File: src/rtl/hc595_pkg.sv
// Shared encodings and sizing helpers for the 74HC595 chain controller.
package hc595_pkg;

  localparam logic [2:0] S_IDLE     = 3'd0;
  localparam logic [2:0] S_SHIFT_LO = 3'd1;
  localparam logic [2:0] S_SHIFT_HI = 3'd2;
  localparam logic [2:0] S_CLEAR    = 3'd3;
  localparam logic [2:0] S_LATCH_HI = 3'd4;
  localparam logic [2:0] S_LATCH_LO = 3'd5;

  function automatic int data_w(input int n_dev);
    return 8 * n_dev;
  endfunction

  function automatic int cnt_w(input int clk_div);
    return (clk_div <= 2) ? 1 : $clog2(clk_div);
  endfunction

endpackage

File: src/rtl/hc595_chain_ctrl_phase_timer.sv
// Loadable down-counter that times every controller phase.
module hc595_phase_timer
  import hc595_pkg::*;
#(
  parameter int W = 1
) (
  input  logic         clk,
  input  logic         rst,
  input  logic         load,
  input  logic [W-1:0] load_val,
  output logic         zero
);

  logic [W-1:0] cnt;

  always_ff @(posedge clk) begin
    if (rst) begin
      cnt <= '0;
    end else if (load) begin
      cnt <= load_val;
    end else if (cnt != '0) begin
      cnt <= cnt - W'(1);
    end
  end

  assign zero = (cnt == '0);

endmodule

File: src/rtl/hc595_chain_ctrl.sv
// Serializes words into a 74HC595 chain and handles latch, clear and OE.
// Optional SQH readback of the previous chain contents: HC595_READBACK_EN.
module hc595_chain_ctrl
  import hc595_pkg::*;
#(
  parameter int N_DEV     = 1,
  parameter int CLK_DIV   = 2,
  parameter bit MSB_FIRST = 1'b1
) (
  input  logic                 CLOCK,
  input  logic                 RESET,
  input  logic [8*N_DEV-1:0]   DIN,
  input  logic                 DIN_VALID,
  output logic                 DIN_READY,
  input  logic                 CLR_REQ,
  input  logic                 OE_REQ,
  output logic                 BUSY,
  output logic                 DONE,
  output logic                 A,
  output logic                 SHIFTCLOCK,
  output logic                 LATCHCLOCK,
  output logic                 OUTPUTENABLE,
  output logic                 SRCLR_N,
  input  logic                 SQH,
  output logic [8*N_DEV-1:0]   RDATA,
  output logic                 RDATA_VALID
);

  localparam int DW = data_w(N_DEV);
  localparam int CW = cnt_w(CLK_DIV);
  localparam int BW = $clog2(DW + 1);

  logic [2:0]    state, state_nxt;
  logic          zero;
  logic          xfer;
  logic          armed;
  logic [DW-1:0] sbuf, sbuf_nxt;
  logic [BW-1:0] bit_cnt;
  logic          a_d, sclk_d, lclk_d;
  logic          srclr_d, busy_d, done_d;

  assign DIN_READY = (state == S_IDLE) && !CLR_REQ;
  assign xfer      = DIN_VALID && DIN_READY;

  hc595_phase_timer #(.W(CW)) u_timer (
    .clk      (CLOCK),
    .rst      (RESET),
    .load     (state_nxt != state),
    .load_val (CW'(CLK_DIV - 1)),
    .zero     (zero)
  );

  always_ff @(posedge CLOCK) begin
    if (RESET) state <= S_IDLE;
    else       state <= state_nxt;
  end

  always_comb begin
    state_nxt = state;
    unique case (state)
      S_IDLE: begin
        if (CLR_REQ)        state_nxt = S_CLEAR;
        else if (DIN_VALID) state_nxt = S_SHIFT_LO;
      end
      S_SHIFT_LO: if (zero) state_nxt = S_SHIFT_HI;
      S_SHIFT_HI: begin
        if (zero)
          state_nxt = (bit_cnt == BW'(DW)) ? S_LATCH_HI
                                           : S_SHIFT_LO;
      end
      S_CLEAR:    if (zero) state_nxt = S_LATCH_HI;
      S_LATCH_HI: if (zero) state_nxt = S_LATCH_LO;
      S_LATCH_LO: if (zero) state_nxt = S_IDLE;
      default:    state_nxt = S_IDLE;
    endcase
  end

  always_comb begin
    sbuf_nxt = sbuf;
    if (xfer)
      sbuf_nxt = DIN;
    else if (state == S_SHIFT_HI && zero)
      sbuf_nxt = MSB_FIRST ? (sbuf << 1) : (sbuf >> 1);
  end

  // Pins are decoded from the next state so the registers line up with it.
  always_comb begin
    a_d = 1'b0;
    if (state_nxt == S_SHIFT_LO || state_nxt == S_SHIFT_HI)
      a_d = MSB_FIRST ? sbuf_nxt[DW-1] : sbuf_nxt[0];
    sclk_d  = (state_nxt == S_SHIFT_HI);
    lclk_d  = (state_nxt == S_LATCH_HI);
    srclr_d = (state_nxt != S_CLEAR);
    busy_d  = (state_nxt != S_IDLE);
    done_d  = (state == S_LATCH_LO) && (state_nxt == S_IDLE);
  end

  always_ff @(posedge CLOCK) begin
    if (RESET) begin
      sbuf         <= '0;
      bit_cnt      <= '0;
      armed        <= 1'b0;
      A            <= 1'b0;
      SHIFTCLOCK   <= 1'b0;
      LATCHCLOCK   <= 1'b0;
      OUTPUTENABLE <= 1'b1;
      SRCLR_N      <= 1'b1;
      BUSY         <= 1'b0;
      DONE         <= 1'b0;
    end else begin
      sbuf <= sbuf_nxt;
      if (xfer)
        bit_cnt <= '0;
      else if (state == S_SHIFT_LO && zero)
        bit_cnt <= bit_cnt + BW'(1);
      if (done_d) armed <= 1'b1;
      A            <= a_d;
      SHIFTCLOCK   <= sclk_d;
      LATCHCLOCK   <= lclk_d;
      OUTPUTENABLE <= !(OE_REQ && armed);
      SRCLR_N      <= srclr_d;
      BUSY         <= busy_d;
      DONE         <= done_d;
    end
  end

`ifdef HC595_READBACK_EN
  logic [DW-1:0] cap;
  logic          frame;

  // SQH is sampled just before each shift edge moves the chain.
  always_ff @(posedge CLOCK) begin
    if (RESET) begin
      cap         <= '0;
      frame       <= 1'b0;
      RDATA       <= '0;
      RDATA_VALID <= 1'b0;
    end else begin
      if (xfer)
        frame <= 1'b1;
      else if (state == S_IDLE && CLR_REQ)
        frame <= 1'b0;
      if (state == S_SHIFT_LO && zero)
        cap <= MSB_FIRST ? {cap[DW-2:0], SQH}
                         : {SQH, cap[DW-1:1]};
      RDATA_VALID <= done_d && frame;
      if (done_d && frame) RDATA <= cap;
    end
  end
`else
  logic unused_sqh;
  assign unused_sqh  = SQH;
  assign RDATA       = '0;
  assign RDATA_VALID = 1'b0;
`endif

endmodule

File: config.mk
export PLATFORM = sky130hd
export DESIGN_NAME = hc595_chain_ctrl
export DESIGN_NICKNAME = d
export VERILOG_FILES = /design/src/rtl/hc595_pkg.sv /design/src/rtl/hc595_chain_ctrl_phase_timer.sv /design/src/rtl/hc595_chain_ctrl.sv
export SDC_FILE = /design/constraint.sdc
export NUM_CORES = 1
export LEC_CHECK = 0
export CORE_MARGIN = 2
export CORE_UTILIZATION = 47
export DETAILED_ROUTE_END_ITERATION = 6
export PLACE_DENSITY = 0.81
export SYNTH_ARGS = -nofsm -noshare
export SYNTH_HDL_FRONTEND = slang
export SYNTH_HIERARCHICAL = 1
export SYNTH_SLANG_ARGS = --single-unit
File: constraint.sdc
create_clock -name CLOCK -period 1.9 [get_ports CLOCK]
set_clock_uncertainty 0.1 [all_clocks]
set_input_delay 0.38 -clock CLOCK [delete_from_list [all_inputs] [get_ports CLOCK]]
set_output_delay 0.38 -clock CLOCK [all_outputs]
set_load 0.005 [all_outputs]
==> impl_metrics.py, run 1 <==
metrics = {
    "placed_design": {
        "portBuffers": 20,
        "gp_congestion": 0.778,
        "place_ws_ps": -132,
        "dp.cells": 178,
        "place_area_um2": 1400,
        "dp_hpwl_mm": 1.72,
    },
    "floorplan": {
        "initial_core_util": 0.486,
        "die_width_um": 54.1,
        "die_y_um": 54.1,
        "rows": 18,
        "core_um2": 2430,
        "io_pins": 31,
        "design.die.area_um2": 2930,
    },
    "detailed_routing": {
        "vias_per_cell": 4.99,
        "met1_length_um": 951,
        "wl_met3_um": 135,
        "vias": 908,
        "postRouteWirelength_mm": 2.21,
        "ant_nets": 0,
        "drtIter0Drc": 15,
        "topRoutingLayerUsed": "met4",
        "dr.pass1.iters": 4,
        "drc": 0,
        "dr_wl_met2_mm": 1.11,
        "wire_per_inst_um": 12.2,
    },
    "timing": {
        "fmax_ghz": 0.568,
        "drv_slew": 0,
        "fin_crit_sh": 0.927,
        "layout_setup_ws_ps": 139,
        "grt_setup_unrepaired": "no",
        "finalCriticalPeriod_ps": 1760,
        "tns_ps": 0,
        "timing.final.hold_violations": 0,
        "setup_viol": 0,
    },
    "final_layout": {
        "largest_reg_flops": 8,
        "fin_nets": 169,
        "syn_to_final_growth_pct": 21.9,
        "layout_common_cells": "dfxtp_1 (22), clkdlybuf4s50_1 (19), nor2_1 (13), nand2_1 (13), conb_1 (10)",
        "mostFrequentLayoutCell": "dfxtp_1",
        "reg.largest.list": "sbuf x8, bit_cnt x4, state x3",
        "layout-drive-gt1-share": 0.132,
        "design_area_um2": 1440,
        "regMostFlops": "sbuf",
        "n_antenna_cell": 0,
        "final-instance-count-excl-fill": 182,
    },
    "clock_tree": {
        "cts_setup_buffers": 0,
        "cts_tree": "built",
        "clk_path_buf_depth": 2,
        "clockRootBuffer": "clkbuf_4",
        "cts_sinks": 24,
        "cts_max_level": 1,
        "cts_hold_buf": 0,
        "numCtsBuffers": 3,
        "cts_resized": 3,
        "clk_latency_ps": 310,
        "clk_pin_slew_ps": 120,
    },
    "global_routing": {
        "grt_max_degree": 16,
        "grt_pass1_vias": 874,
        "track_usage": 0.176,
        "antenna_found_initial": 0,
        "overflow": 0,
        "grt_first_pass_wirelength_mm": 3.71,
    },
    "worst_setup_path": {
        "rrSetupSlack_ps": 200,
        "endpoint_kind": "output port",
        "crit_required_ps": 1420,
        "max_stage_delay_ps": 460,
        "rr_endpoint": "A$_SDFF_PP0_",
        "reg2regPathDepth": 6,
        "path_buf_inv": 2,
        "crit_chain": "clkdlybuf4s50_1, nor4_4, dlygate4sd2_1",
        "crit_type": "in2out",
        "worstPathMaxFanout": 2,
        "worstReg2RegStart": "bit_cnt[0]$_SDFFE_PP0P_",
        "cp_slowest_cell": "clkdlybuf4s50_1",
        "arrival_ps": 1280,
        "critPathLaunchType": "input pin",
        "path_delay_family": "buffers and inverters",
    },
    "synthesis": {
        "yosys_most_used_dff": "dfxtp_1",
        "syn_inst": 128,
        "ys_types": 38,
        "async_reset_ff_frac": 0,
        "syn_area_per_cell_um2": 9.23,
        "synth_edf_count": 0,
        "synth_seq_cells": 24,
        "syn_area_um2": 1180,
        "yosysSeqAreaShare": 0.407,
        "yosysWarnings": 6,
    },
    "hold_path": {
        "min-delay-path-class": "reg2reg",
        "worstHoldStart": "armed$_SDFFE_PP0P_",
        "whs_endpoint": "OUTPUTENABLE$_SDFF_PP1_",
        "min_delay_path_depth": 1,
    },
    "flow_run": {
        "drv_cap": 0,
    },
    "outcome": {
        "run_status": "finished, final reports clean",
    },
    "pwr": {
        "power_leakage_uw": 0.000576,
        "fin_total_pwr_uw": 1120,
        "worst_ir_drop_vdd_v": 0.000628,
        "p_per_area_nw_per_um2": 781,
    },
}
## worst max-delay path by stage
stage          depth (start not counted)            to               startpoint  slack (ps)
2_1_floorplan                          6  A$_SDFF_PP0_  bit_cnt[0]$_SDFFE_PP0P_         340
4_1_cts                                3     DIN_READY                  CLR_REQ         150
3_3_place_gp                           3     DIN_READY                  CLR_REQ        -110
3_5_place_dp                           3     DIN_READY                  CLR_REQ        -130
6_report                               3     DIN_READY                  CLR_REQ         140
5_1_grt                                3     DIN_READY                  CLR_REQ          70
## where the power goes
group | total (µW) | leakage [µW] | switching, µW | internal [µW]
registers | 579 | 0.000196 | 35.9 | 543
clock network | 259 | 0.0000210 | 142 | 117
logic | 286 | 0.000358 | 133 | 153
## area by class of cell
type,instances,area (µm²)
Timing Repair Buffer,29,267
Inverter,5,18.8
Sequential cell,24,483
Multi-Input combinational cell,90,598
Clock buffer,4,36.3
Tap cell,30,37.5
Fill cell,226,992
## cells in the mapped netlist (3+ instances only)
library cell / number / share of area
inv_1: 5 / 0.016
a21oi_1: 4 / 0.017
mux2i_1: 8 / 0.068
buf_2: 4 / 0.017
and3b_1: 4 / 0.030
dfxtp_1: 24 / 0.41
nand2_1: 13 / 0.041
nor2_1: 13 / 0.041
buf_4: 10 / 0.064
nor3_1: 3 / 0.013
o21ai_0: 6 / 0.025
## through the flow
stage | hold WS, ps | utilization
2_1_floorplan | 283 | -
3_3_place_gp | 295 | 0.577
3_5_place_dp | 306 | 0.577
4_1_cts | 337 | 0.592
5_1_grt | 349 | 0.592
6_report | 334 | 0.592
## layer usage
layer | vias up | track usage
met2 | 22 | 0.309
met1 | 417 | 0.205
li1 | 467 | -
met3 | 2 | 0.0528
met4 | 0 | 0.0500
met5 | - | 0
## cell families after synthesis
family | synth area share
DFF | 0.407
and+or+nand+nor | 0.242
xor gates and xnor gates | 0.0222
buffers and inverters | 0.112
other | 0.00636
muxes | 0.0678
AOI/OAI and AO/OA | 0.122
adders and majority gates | 0.0212
Power figures use the tool's default switching activity.
==> run 2: changes to the inputs <==
Settings changed: CORE_UTILIZATION 47 to 51, PLACE_DENSITY 0.81 to 0.86.
Clock period 1.9 ns to 2.3 ns, I/O delays scaled along.
==> impl_metrics.py, run 2 (synthesis results as in run 1) <==
metrics = {
    "detailed_routing": {
        "vias_per_cell": 5.19,
        "dr.pass1.iters": 4,
        "ant_nets": 0,
        "drtIter0Drc": 13,
        "postRouteWirelength_mm": 2.17,
        "wire_per_inst_um": 12.4,
        "vias": 913,
        "drc": 0,
    },
    "floorplan": {
        "die_width_um": 52.1,
        "rows": 17,
        "io_pins": 31,
        "initial_core_util": 0.539,
        "core_um2": 2190,
        "design.die.area_um2": 2720,
        "die_y_um": 52.1,
    },
    "timing": {
        "grt_setup_unrepaired": "no",
        "setup_viol": 0,
        "drv_slew": 0,
        "tns_ps": 0,
        "fin_crit_sh": 0.810,
        "finalCriticalPeriod_ps": 1860,
        "layout_setup_ws_ps": 437,
        "timing.final.hold_violations": 0,
        "fmax_ghz": 0.537,
    },
    "worst_setup_path": {
        "rr_endpoint": "A$_SDFF_PP0_",
        "worstPathMaxFanout": 3,
        "endpoint_kind": "output port",
        "critPathLaunch": "CLR_REQ",
        "crit_type": "in2out",
        "cp-endpoint": "DIN_READY",
        "critPathLaunchType": "input pin",
        "rrSetupSlack_ps": 580,
        "crit_required_ps": 1740,
        "arrival_ps": 1300,
        "reg2regPathDepth": 6,
        "worstReg2RegStart": "bit_cnt[0]$_SDFFE_PP0P_",
    },
    "clock_tree": {
        "cts_tree": "built",
        "clk_latency_ps": 300,
        "cts_sinks": 24,
        "numCtsBuffers": 3,
        "cts_setup_buffers": 0,
        "clockRootBuffer": "clkbuf_4",
        "clk_path_buf_depth": 2,
        "cts_max_level": 1,
        "clk_pin_slew_ps": 110,
    },
    "final_layout": {
        "layout_common_cells": "dfxtp_1 (23), clkdlybuf4s50_1 (19), nor2_1 (13), nand2_1 (13), conb_1 (10)",
        "fin_nets": 166,
        "largest_reg_flops": 8,
        "utilization": 0.641,
        "reg.largest.list": "sbuf x8, bit_cnt x4, state x3",
        "regMostFlops": "sbuf",
        "n_antenna_cell": 0,
        "layout-drive-gt1-share": 0.101,
        "final-instance-count-excl-fill": 176,
        "mostFrequentLayoutCell": "dfxtp_1",
        "syn_to_final_growth_pct": 18.9,
    },
    "flow_run": {
        "drv_cap": 0,
    },
    "global_routing": {
        "antenna_found_initial": 0,
        "overflow": 0,
        "grt_first_pass_wirelength_mm": 3.64,
        "grt_max_degree": 16,
        "track_usage": 0.183,
        "grt_pass1_vias": 868,
    },
    "placed_design": {
        "portBuffers": 20,
        "gp_congestion": 0.897,
        "place_ws_ps": 61.5,
        "dp.cells": 173,
        "dp_hpwl_mm": 1.69,
    },
    "pwr": {
        "worst_ir_drop_vdd_v": 0.000421,
        "p_per_area_nw_per_um2": 623,
        "power_leakage_uw": 0.000564,
    },
    "outcome": {
        "run_status": "finished, final reports clean",
    },
    "hold_path": {
        "worstHoldStart": "armed$_SDFFE_PP0P_",
        "min-delay-path-class": "reg2reg",
    },
}
run 2: changes by cell type in the layout (fill, tap and decap cells not counted):
| cell | change |
|---|---|
| clkbuf_8 | -1 |
| dlygate4sd2_1 | -1 |
| buf_4 | -3 |
| dfxtp_1 | +1 |
| dfxtp_2 | -1 |
| dlymetal6s2s_1 | +1 |
run 2: timing repair:
action | in CTS | in global routing
endpoints found under the setup margin | 0 | 1
hold buffers | 0 | 0
endpoints found under the hold margin | 0 | 0
resized for setup | 0 | 2
run 2: cell type report:
cell class	count	area, µm²
Multi-Input combinational cell	90	598
Tap cell	28	35.0
Timing Repair Buffer	26	248
Sequential cell	24	482
Fill cell	188	787
Inverter	5	18.8
Clock buffer	3	22.5
run 2: per-stage QoR:
| stage | instance area, µm² | total power [µW] | hold slack, ps |
|---|---|---|---|
| finish | 1400 | 875 | 321 |
| global route | 1400 | 934 | 343 |
| CTS | 1400 | 881 | 322 |
| detailed placement | 1380 | 717 | 294 |
| global placement | 1380 | 703 | 289 |
| floorplan | 1210 | 649 | 283 |
run 2: worst min-delay path by stage:
stage / cells after the start / slack, ps / to
after floorplan: 1 / 280 / OUTPUTENABLE$_SDFF_PP1_
after global placement: 1 / 290 / OUTPUTENABLE$_SDFF_PP1_
after detailed placement: 1 / 290 / OUTPUTENABLE$_SDFF_PP1_
after CTS: 1 / 320 / OUTPUTENABLE$_SDFF_PP1_
final: 1 / 320 / OUTPUTENABLE$_SDFF_PP1_
after global routing: 1 / 340 / OUTPUTENABLE$_SDFF_PP1_
run 2: routing by layer:
metal,GRT usage,wire (µm)
met5,0,0
met1,0.206,954
met4,0.105,43
met3,0.0345,93
met2,0.319,1080
run 2: power by group:
group | internal [µW] | switching [µW] | leakage (µW)
sequential | 448 | 31.8 | 0.000196
clock | 61.1 | 107 | 0.0000138
combinational | 120 | 106 | 0.000354
run 2: worst max-delay path: stages:
cell             delay, ps
clkdlybuf4s50_1        470
nor4_4                 210
dlymetal6s2s_1         170
